$ cat config.mk
export PLATFORM = sky130hd
export DESIGN_NAME = pipe_stage_reg_flat
export DESIGN_NICKNAME = d
export VERILOG_FILES = /design/src/rtl/pipe_pkg.sv /design/src/rtl/pipe_stage_reg_if.sv /design/src/rtl/fwd_mux.sv /design/src/rtl/pipe_stage_reg.sv /design/src/flat_wrapper.sv
export SDC_FILE = /design/constraint.sdc
export NUM_CORES = 1
export LEC_CHECK = 0
export CAP_MARGIN = 20
export CORE_MARGIN = 2
export CORE_UTILIZATION = 30
export CTS_BUF_LIST = sky130_fd_sc_hd__clkbuf_4
export DETAILED_ROUTE_END_ITERATION = 7
export DONT_BUFFER_PORTS = 1
export GPL_ROUTABILITY_DRIVEN = 0
export GPL_TIMING_DRIVEN = 0
export SYNTH_ARGS = -nofsm -noshare
export SYNTH_HDL_FRONTEND = slang
export SYNTH_SLANG_ARGS = --single-unit
$ cat constraint.sdc
create_clock -name clk -period 7.4 [get_ports clk]
set_input_delay 2.22 -clock clk [delete_from_list [all_inputs] [get_ports clk]]
set_output_delay 2.22 -clock clk [all_outputs]
set_load 0.02 [all_outputs]
$ cat src/rtl/pipe_pkg.sv
// Shared types for the decode-to-execute pipeline register.
// Holds the occupancy state encoding and the hardwired-zero register number.
package pipe_pkg;

  typedef enum logic [1:0] {
    EMPTY = 2'd0,
    ONE   = 2'd1,
    FULL  = 2'd2
  } state_e;

  localparam int REG_ZERO = 0;

endpackage

$ cat src/rtl/pipe_stage_reg_if.sv
// Valid/ready entry bundle between pipeline stages.
// master drives valid + entry fields and reads ready; slave is the mirror.
interface pipe_stage_reg_if #(
  parameter int PAYLOAD_W = 128,
  parameter int SIDE_W    = 8,
  parameter int XLEN      = 32,
  parameter int REG_AW    = 5
);
  logic                 valid;
  logic                 ready;
  logic [PAYLOAD_W-1:0] payload;
  logic [SIDE_W-1:0]    side;
  logic                 kill;
  logic [REG_AW-1:0]    rs;
  logic [REG_AW-1:0]    rt;
  logic [XLEN-1:0]      bus_a;
  logic [XLEN-1:0]      bus_b;

  modport master (
    output valid, payload, side, kill,
    output rs, rt, bus_a, bus_b,
    input  ready
  );

  modport slave (
    input  valid, payload, side, kill,
    input  rs, rt, bus_a, bus_b,
    output ready
  );
endinterface

$ cat src/rtl/fwd_mux.sv
// Priority bypass for one operand: lowest-index matching producer wins.
// Ports: rnum/dflt = source reg and regfile value; fwd_* = producers; val = result.
module fwd_mux
  import pipe_pkg::*;
#(
  parameter int XLEN   = 32,
  parameter int REG_AW = 5,
  parameter int N_FWD  = 3
) (
  input  logic [REG_AW-1:0]       rnum,
  input  logic [XLEN-1:0]         dflt,
  input  logic [N_FWD-1:0]        fwd_valid,
  input  logic [N_FWD*REG_AW-1:0] fwd_wnum,
  input  logic [N_FWD*XLEN-1:0]   fwd_data,
  output logic [XLEN-1:0]         val
);

  // Scan oldest to youngest so the youngest match overwrites last.
  always_comb begin
    val = dflt;
    for (int i = N_FWD - 1; i >= 0; i--) begin
      if (fwd_valid[i] &&
          fwd_wnum[i*REG_AW +: REG_AW] == rnum &&
          rnum != REG_AW'(REG_ZERO))
        val = fwd_data[i*XLEN +: XLEN];
    end
  end

endmodule

$ cat src/rtl/pipe_stage_reg.sv
// Decode-to-execute register: 2-entry skid, operand bypass, kill, flush.
// Ports: clk, rst (sync, active-low); up (slave) from decode; dn (master)
// to execute; fwd_valid/fwd_wnum/fwd_data producers; flush.
// Build option PIPE_FWD_REFRESH_EN: held entries re-bypass every cycle.
module pipe_stage_reg
  import pipe_pkg::*;
#(
  parameter int PAYLOAD_W = 128,
  parameter int SIDE_W    = 8,
  parameter int XLEN      = 32,
  parameter int REG_AW    = 5,
  parameter int N_FWD     = 3
) (
  input  logic                    clk,
  input  logic                    rst,
  pipe_stage_reg_if.slave         up,
  pipe_stage_reg_if.master        dn,
  input  logic [N_FWD-1:0]        fwd_valid,
  input  logic [N_FWD*REG_AW-1:0] fwd_wnum,
  input  logic [N_FWD*XLEN-1:0]   fwd_data,
  input  logic                    flush
);

`ifdef PIPE_FWD_REFRESH_EN
  localparam int RW = 2 * REG_AW;
`else
  localparam int RW = 0;
`endif

  // Entry layout: {[rt, rs], killed, side, payload, b, a}
  localparam int A_LO  = 0;
  localparam int B_LO  = XLEN;
  localparam int P_LO  = 2 * XLEN;
  localparam int S_LO  = P_LO + PAYLOAD_W;
  localparam int K_BIT = S_LO + SIDE_W;
  localparam int E_W   = K_BIT + 1 + RW;

  state_e          state_q, state_d;
  logic            in_ready_q, in_ready_d;
  logic [E_W-1:0]  hd_q, hd_d, sk_q, sk_d;
  logic [E_W-1:0]  hd_cur, sk_cur, cap_e;
  logic [XLEN-1:0] cap_a, cap_b;
  logic            acc, pop;

  fwd_mux #(.XLEN(XLEN), .REG_AW(REG_AW), .N_FWD(N_FWD)) u_cap_a (
    .rnum(up.rs), .dflt(up.bus_a),
    .fwd_valid(fwd_valid), .fwd_wnum(fwd_wnum),
    .fwd_data(fwd_data), .val(cap_a)
  );

  fwd_mux #(.XLEN(XLEN), .REG_AW(REG_AW), .N_FWD(N_FWD)) u_cap_b (
    .rnum(up.rt), .dflt(up.bus_b),
    .fwd_valid(fwd_valid), .fwd_wnum(fwd_wnum),
    .fwd_data(fwd_data), .val(cap_b)
  );

`ifdef PIPE_FWD_REFRESH_EN
  localparam int RS_LO = K_BIT + 1;
  localparam int RT_LO = RS_LO + REG_AW;

  logic [XLEN-1:0] hd_ra, hd_rb, sk_ra, sk_rb;

  fwd_mux #(.XLEN(XLEN), .REG_AW(REG_AW), .N_FWD(N_FWD)) u_hd_a (
    .rnum(hd_q[RS_LO +: REG_AW]), .dflt(hd_q[A_LO +: XLEN]),
    .fwd_valid(fwd_valid), .fwd_wnum(fwd_wnum),
    .fwd_data(fwd_data), .val(hd_ra)
  );

  fwd_mux #(.XLEN(XLEN), .REG_AW(REG_AW), .N_FWD(N_FWD)) u_hd_b (
    .rnum(hd_q[RT_LO +: REG_AW]), .dflt(hd_q[B_LO +: XLEN]),
    .fwd_valid(fwd_valid), .fwd_wnum(fwd_wnum),
    .fwd_data(fwd_data), .val(hd_rb)
  );

  fwd_mux #(.XLEN(XLEN), .REG_AW(REG_AW), .N_FWD(N_FWD)) u_sk_a (
    .rnum(sk_q[RS_LO +: REG_AW]), .dflt(sk_q[A_LO +: XLEN]),
    .fwd_valid(fwd_valid), .fwd_wnum(fwd_wnum),
    .fwd_data(fwd_data), .val(sk_ra)
  );

  fwd_mux #(.XLEN(XLEN), .REG_AW(REG_AW), .N_FWD(N_FWD)) u_sk_b (
    .rnum(sk_q[RT_LO +: REG_AW]), .dflt(sk_q[B_LO +: XLEN]),
    .fwd_valid(fwd_valid), .fwd_wnum(fwd_wnum),
    .fwd_data(fwd_data), .val(sk_rb)
  );

  always_comb begin
    hd_cur = hd_q;
    sk_cur = sk_q;
    hd_cur[A_LO +: XLEN] = hd_ra;
    hd_cur[B_LO +: XLEN] = hd_rb;
    sk_cur[A_LO +: XLEN] = sk_ra;
    sk_cur[B_LO +: XLEN] = sk_rb;
  end

  assign cap_e = {up.rt, up.rs, up.kill,
                  up.kill ? {SIDE_W{1'b0}} : up.side,
                  up.payload, cap_b, cap_a};
  assign dn.rs = hd_q[RS_LO +: REG_AW];
  assign dn.rt = hd_q[RT_LO +: REG_AW];
`else
  assign hd_cur = hd_q;
  assign sk_cur = sk_q;
  assign cap_e  = {up.kill,
                   up.kill ? {SIDE_W{1'b0}} : up.side,
                   up.payload, cap_b, cap_a};
  assign dn.rs  = '0;
  assign dn.rt  = '0;
`endif

  assign acc = up.valid & in_ready_q;
  assign pop = (state_q != EMPTY) & dn.ready;

  always_comb begin
    state_d = state_q;
    hd_d    = hd_cur;
    sk_d    = sk_cur;
    unique case (state_q)
      EMPTY: begin
        if (acc) begin
          hd_d    = cap_e;
          state_d = ONE;
        end
      end
      ONE: begin
        if (acc && pop) begin
          hd_d = cap_e;
        end else if (acc) begin
          sk_d    = cap_e;
          state_d = FULL;
        end else if (pop) begin
          state_d = EMPTY;
        end
      end
      FULL: begin
        if (pop) begin
          hd_d    = sk_cur;
          state_d = ONE;
        end
      end
      default: state_d = EMPTY;
    endcase
    // Flush wins over both pop and a same-cycle accept.
    if (flush) state_d = EMPTY;
    in_ready_d = (state_d != FULL);
  end

  always_ff @(posedge clk) begin
    if (!rst) begin
      state_q    <= EMPTY;
      in_ready_q <= 1'b0;
      hd_q       <= '0;
      sk_q       <= '0;
    end else begin
      state_q    <= state_d;
      in_ready_q <= in_ready_d;
      hd_q       <= hd_d;
      sk_q       <= sk_d;
    end
  end

  assign up.ready   = in_ready_q;
  assign dn.valid   = (state_q != EMPTY);
  assign dn.payload = hd_q[P_LO +: PAYLOAD_W];
  assign dn.side    = hd_q[S_LO +: SIDE_W];
  assign dn.kill    = hd_q[K_BIT];
  assign dn.bus_a   = hd_q[A_LO +: XLEN];
  assign dn.bus_b   = hd_q[B_LO +: XLEN];

endmodule

$ cat src/flat_wrapper.sv
// flat-port wrapper written by rule: the top's interface ports become plain ports
module pipe_stage_reg_flat import pipe_pkg::*;
#(
  parameter int PAYLOAD_W = 128,
  parameter int SIDE_W    = 8,
  parameter int XLEN      = 32,
  parameter int REG_AW    = 5,
  parameter int N_FWD     = 3
)
  (clk, rst, fwd_valid, fwd_wnum, fwd_data, flush, up_valid, up_payload, up_side, up_kill, up_rs, up_rt, up_bus_a, up_bus_b, up_ready, dn_valid, dn_payload, dn_side, dn_kill, dn_rs, dn_rt, dn_bus_a, dn_bus_b, dn_ready);
  pipe_stage_reg_if #(.PAYLOAD_W(PAYLOAD_W), .SIDE_W(SIDE_W), .XLEN(XLEN), .REG_AW(REG_AW)) up_i ();
  pipe_stage_reg_if #(.PAYLOAD_W(PAYLOAD_W), .SIDE_W(SIDE_W), .XLEN(XLEN), .REG_AW(REG_AW)) dn_i ();
  input  logic clk;
  input  logic rst;
  input  logic [N_FWD-1:0] fwd_valid;
  input  logic [N_FWD*REG_AW-1:0] fwd_wnum;
  input  logic [N_FWD*XLEN-1:0] fwd_data;
  input  logic flush;
  input wire logic [$bits(up_i.valid)-1:0] up_valid;
  input wire logic [$bits(up_i.payload)-1:0] up_payload;
  input wire logic [$bits(up_i.side)-1:0] up_side;
  input wire logic [$bits(up_i.kill)-1:0] up_kill;
  input wire logic [$bits(up_i.rs)-1:0] up_rs;
  input wire logic [$bits(up_i.rt)-1:0] up_rt;
  input wire logic [$bits(up_i.bus_a)-1:0] up_bus_a;
  input wire logic [$bits(up_i.bus_b)-1:0] up_bus_b;
  output wire logic [$bits(up_i.ready)-1:0] up_ready;
  output wire logic [$bits(dn_i.valid)-1:0] dn_valid;
  output wire logic [$bits(dn_i.payload)-1:0] dn_payload;
  output wire logic [$bits(dn_i.side)-1:0] dn_side;
  output wire logic [$bits(dn_i.kill)-1:0] dn_kill;
  output wire logic [$bits(dn_i.rs)-1:0] dn_rs;
  output wire logic [$bits(dn_i.rt)-1:0] dn_rt;
  output wire logic [$bits(dn_i.bus_a)-1:0] dn_bus_a;
  output wire logic [$bits(dn_i.bus_b)-1:0] dn_bus_b;
  input wire logic [$bits(dn_i.ready)-1:0] dn_ready;
  assign up_i.valid = up_valid;
  assign up_i.payload = up_payload;
  assign up_i.side = up_side;
  assign up_i.kill = up_kill;
  assign up_i.rs = up_rs;
  assign up_i.rt = up_rt;
  assign up_i.bus_a = up_bus_a;
  assign up_i.bus_b = up_bus_b;
  assign up_ready = up_i.ready;
  assign dn_valid = dn_i.valid;
  assign dn_payload = dn_i.payload;
  assign dn_side = dn_i.side;
  assign dn_kill = dn_i.kill;
  assign dn_rs = dn_i.rs;
  assign dn_rt = dn_i.rt;
  assign dn_bus_a = dn_i.bus_a;
  assign dn_bus_b = dn_i.bus_b;
  assign dn_i.ready = dn_ready;
  pipe_stage_reg #(.PAYLOAD_W(PAYLOAD_W), .SIDE_W(SIDE_W), .XLEN(XLEN), .REG_AW(REG_AW), .N_FWD(N_FWD)) u_core (.clk(clk), .rst(rst), .up(up_i), .dn(dn_i), .fwd_valid(fwd_valid), .fwd_wnum(fwd_wnum), .fwd_data(fwd_data), .flush(flush));
endmodule
==> flow_summary.ini <==
[timing]
slew_viol_final = 0
whs_ps = 460.9
min_period_over_period_pct = 56.86
hold_viol_final = 0
fin_ws_ps = 3193
report.final.setup_viol = 0
grt_setup_unrepaired = false
max_freq_ghz = 0.2377
finClkSkew_ps = 100.4
tns_ps = 0
layout_min_cycle_time_ps = 4207
slew_headroom_pct = 27.79
worst_slew_pin_slew_ps = 1074

[clock_network]
clockBufferDepth = 3
cts-resized-gates = 0
path_clk_slew_ps = 70
cts_buffers = 108
cts_sinks = 405
clock-root-buffer = clkbuf_4
holdBufCountCts = 0
cts_tree = built
h-tree-depth = 3
cts_setup_buffers = 0
insertion_delay_ps = 920

[grt]
antenna_found_initial = 11
grt_usage_pct = 23.32
grt_pass1_vias = 18380
grt_overflow = 0
grt_pass1_wl_mm = 119.1
grt_max_degree = 20

[power_and_ir_drop]
comb_power_share_pct = 10.1
p_total_mw = 4.905
clkPwrFrac_pct = 40.4
power.internal_mw = 3.430
power_switching_mw = 1.475
powerDensity_nw_per_um2 = 222.0
cellLeakagePower_nw = 8.512
p_seq_share_pct = 49.5
switching_share_pct = 30.08
ir_drop_mv = 0.09246

[route]
vias_per_cell = 5.490
firstDrtPassIters = 8
post_drt_wl_per_cell_microns = 23.76
num_vias = 19020
drt-initial-drc-count = 1588
drt-total-wl_mm = 82.33
ant_nets = 0
drcViolationCount = 0

[logic_synthesis]
ys_warn_count = 0
synth_common_cells = 598 x nand2_1, 405 x dfxtp_1, 218 x clkbuf_1
synth.most_common_cell = nand2_1
yosys.area.top_type_share_pct = 41.34
synth_edf_count = 0
async_flop_share_pct = 0
ys_ff_latch = 405
ys_seq_area_share_pct = 41.34
synth.avg_cell_area_sq_um = 8.145
synth_top_family_by_area = compound AO/OA/AOI/OAI gates
synth-adder-area-share_pct = 0
synth-compound-area-share_pct = 31.15
synth.area.top_cells = dfxtp_1 41%, nand2_1 11%, o211a_1 7.1%, a21boi_0 5.2%, a311oi_2 4.5%
synth_xor_area_share_pct = 1.384
synth_cell_types = 40
yosys.area_share.simple_pct = 20.01
ys.flop_type = dfxtp_1
synth.cell_area_sq_um = 19610
yosysTopAreaCell = dfxtp_1
muxShareOfSynthArea_pct = 0
synthCells = 2408

[setup_path]
path_class = input port to flop
slowest_stage = clkbuf_1
cp_max_fo = 10
timing.critical_path.mode_cell = clkbuf_1
endpoint_kind = flop
critical_path.cell_chain = nand2b_1, nand3_1, o21ai_1, clkbuf_1, clkbuf_1, nand2_1, o211a_1
path_delay_family = buffers and inverters
cpPeakStageDelay_ps = 730
path_buf_inv = 2
required_ps = 8150
start_kind = input port
arrival_ps = 4950

[floorplan]
initial_utilization_pct = 30.37
core_area_sq_um = 64580
die_y_microns = 259.7
die-area_sq_um = 67440
rows = 93
die_w_microns = 259.7
io_pins = 543

[layout]
syn_to_final_growth_pct = 12.63
drive_above_1_share_pct = 10.76
fillers = 6970
fin_nets = 2858

[flow_run]
cap_violations = 0

[placement]
hpwl_mm = 63.55
post-place-ws_ps = 2112
io_buffers = 0

[outcome]
status = completed

[worst_hold_path]
hp-class = flop to flop
worst register-to-register path: stages (launching register included):
cell and delay (ps):
dfxtp_1 550, nand3_1 130, o21ai_1 680, clkbuf_1 740, clkbuf_1 690, nand2_1 240
o211a_1 190
power by group through the flow:
stage	logic (mW)	clock network [mW]	registers [mW]
2_1_floorplan	0.357	0	2.43
3_3_place_gp	0.487	0	2.48
3_5_place_dp	0.490	0	2.48
5_1_grt	0.539	2.14	2.44
6_report	0.495	1.98	2.43
4_1_cts	0.492	2.03	2.43
registers in the layout (all words and copies together) (netlist names):
register         flops
u_core.state_q       2
u_core.up.ready      1
u_core.hd_cur      201
u_core.sk_cur      201
per-layer routing:
layer	routed length, microns	vias to the layer above	track usage, %
met2	40630	830	41.26
met3	7831	145	7.661
met4	2717	0	9.307
met1	31150	9030	25.65
met5	0	-	0
li1	-	9018	-
placed cells by master (no fill, tap or decap), drive strengths merged, types with 3 or more instances in the layout:
cell type  netlist  routed
nor3            66      66
nand3b           8       8
diode            0       7
buf             52      53
nand3          130     130
nand2          598     598
nand4           68      68
clkbuf         218     376
or2              4       4
o21ai          130     130
clkinv           0      23
xnor2           21      21
a311oi          64      64
o211a          139     139
nor2             3       3
o211ai          68      68
o22ai           64      64
a21oi          136     136
a21boi         137     137
inv              0       4
nor3b            8       8
xor2            10      10
a211oi          65      65
conb             1      10
dfxtp          405     405
final cells by class:
type                    instances  area, sq um  area share, %
diodes                          7        17.52        0.07930
flip-flops and latches        405         8108          36.70
clock inverters                27        158.9         0.7193
repair buffers                  1        11.26        0.05098
plain buffers                 270         1197          5.421
multi-input cells            1742        10340          46.81
clock buffers                 158         1186          5.370
well taps                     855         1070          4.843
stage by stage:
step | area [sq um] | instances | util (%)
after floorplan | 19650 | 2417 | -
after global placement | 20720 | 3272 | 32.08
after detailed placement | 20720 | 3272 | 32.08
after CTS | 22060 | 3457 | 34.16
after global routing | 22090 | 3465 | 34.21
final | 22090 | 3465 | 34.21
logic make-up (layout without fill, tap and decap cells):
family                 count (synthesis)  count (layout)
AO/OA/AOI/OAI                        803             803
flip-flops                           405             405
other                                  1              17
XOR/XNOR                              31              31
AND/OR/NAND/NOR                      898             898
buffers and inverters                270             456
final timing paths:
path / from / slack (ps) / cells after the start / to
worst min-delay path: u_core.sk_cur[80]$_SDFFE_PN0P_ / 460 / 2 / u_core.sk_cur[80]$_SDFFE_PN0P_
worst max-delay path: dn_ready / 3190 / 7 / u_core.hd_cur[198]$_SDFFE_PN0P_
worst max register to register: u_core.up.ready$_SDFF_PN0_ / 4080 / 6 / u_core.hd_cur[198]$_SDFFE_PN0P_
worst min register to register: u_core.sk_cur[80]$_SDFFE_PN0P_ / 460 / 2 / u_core.sk_cur[80]$_SDFFE_PN0P_
Note: power is estimated with default switching activity, not from simulation.
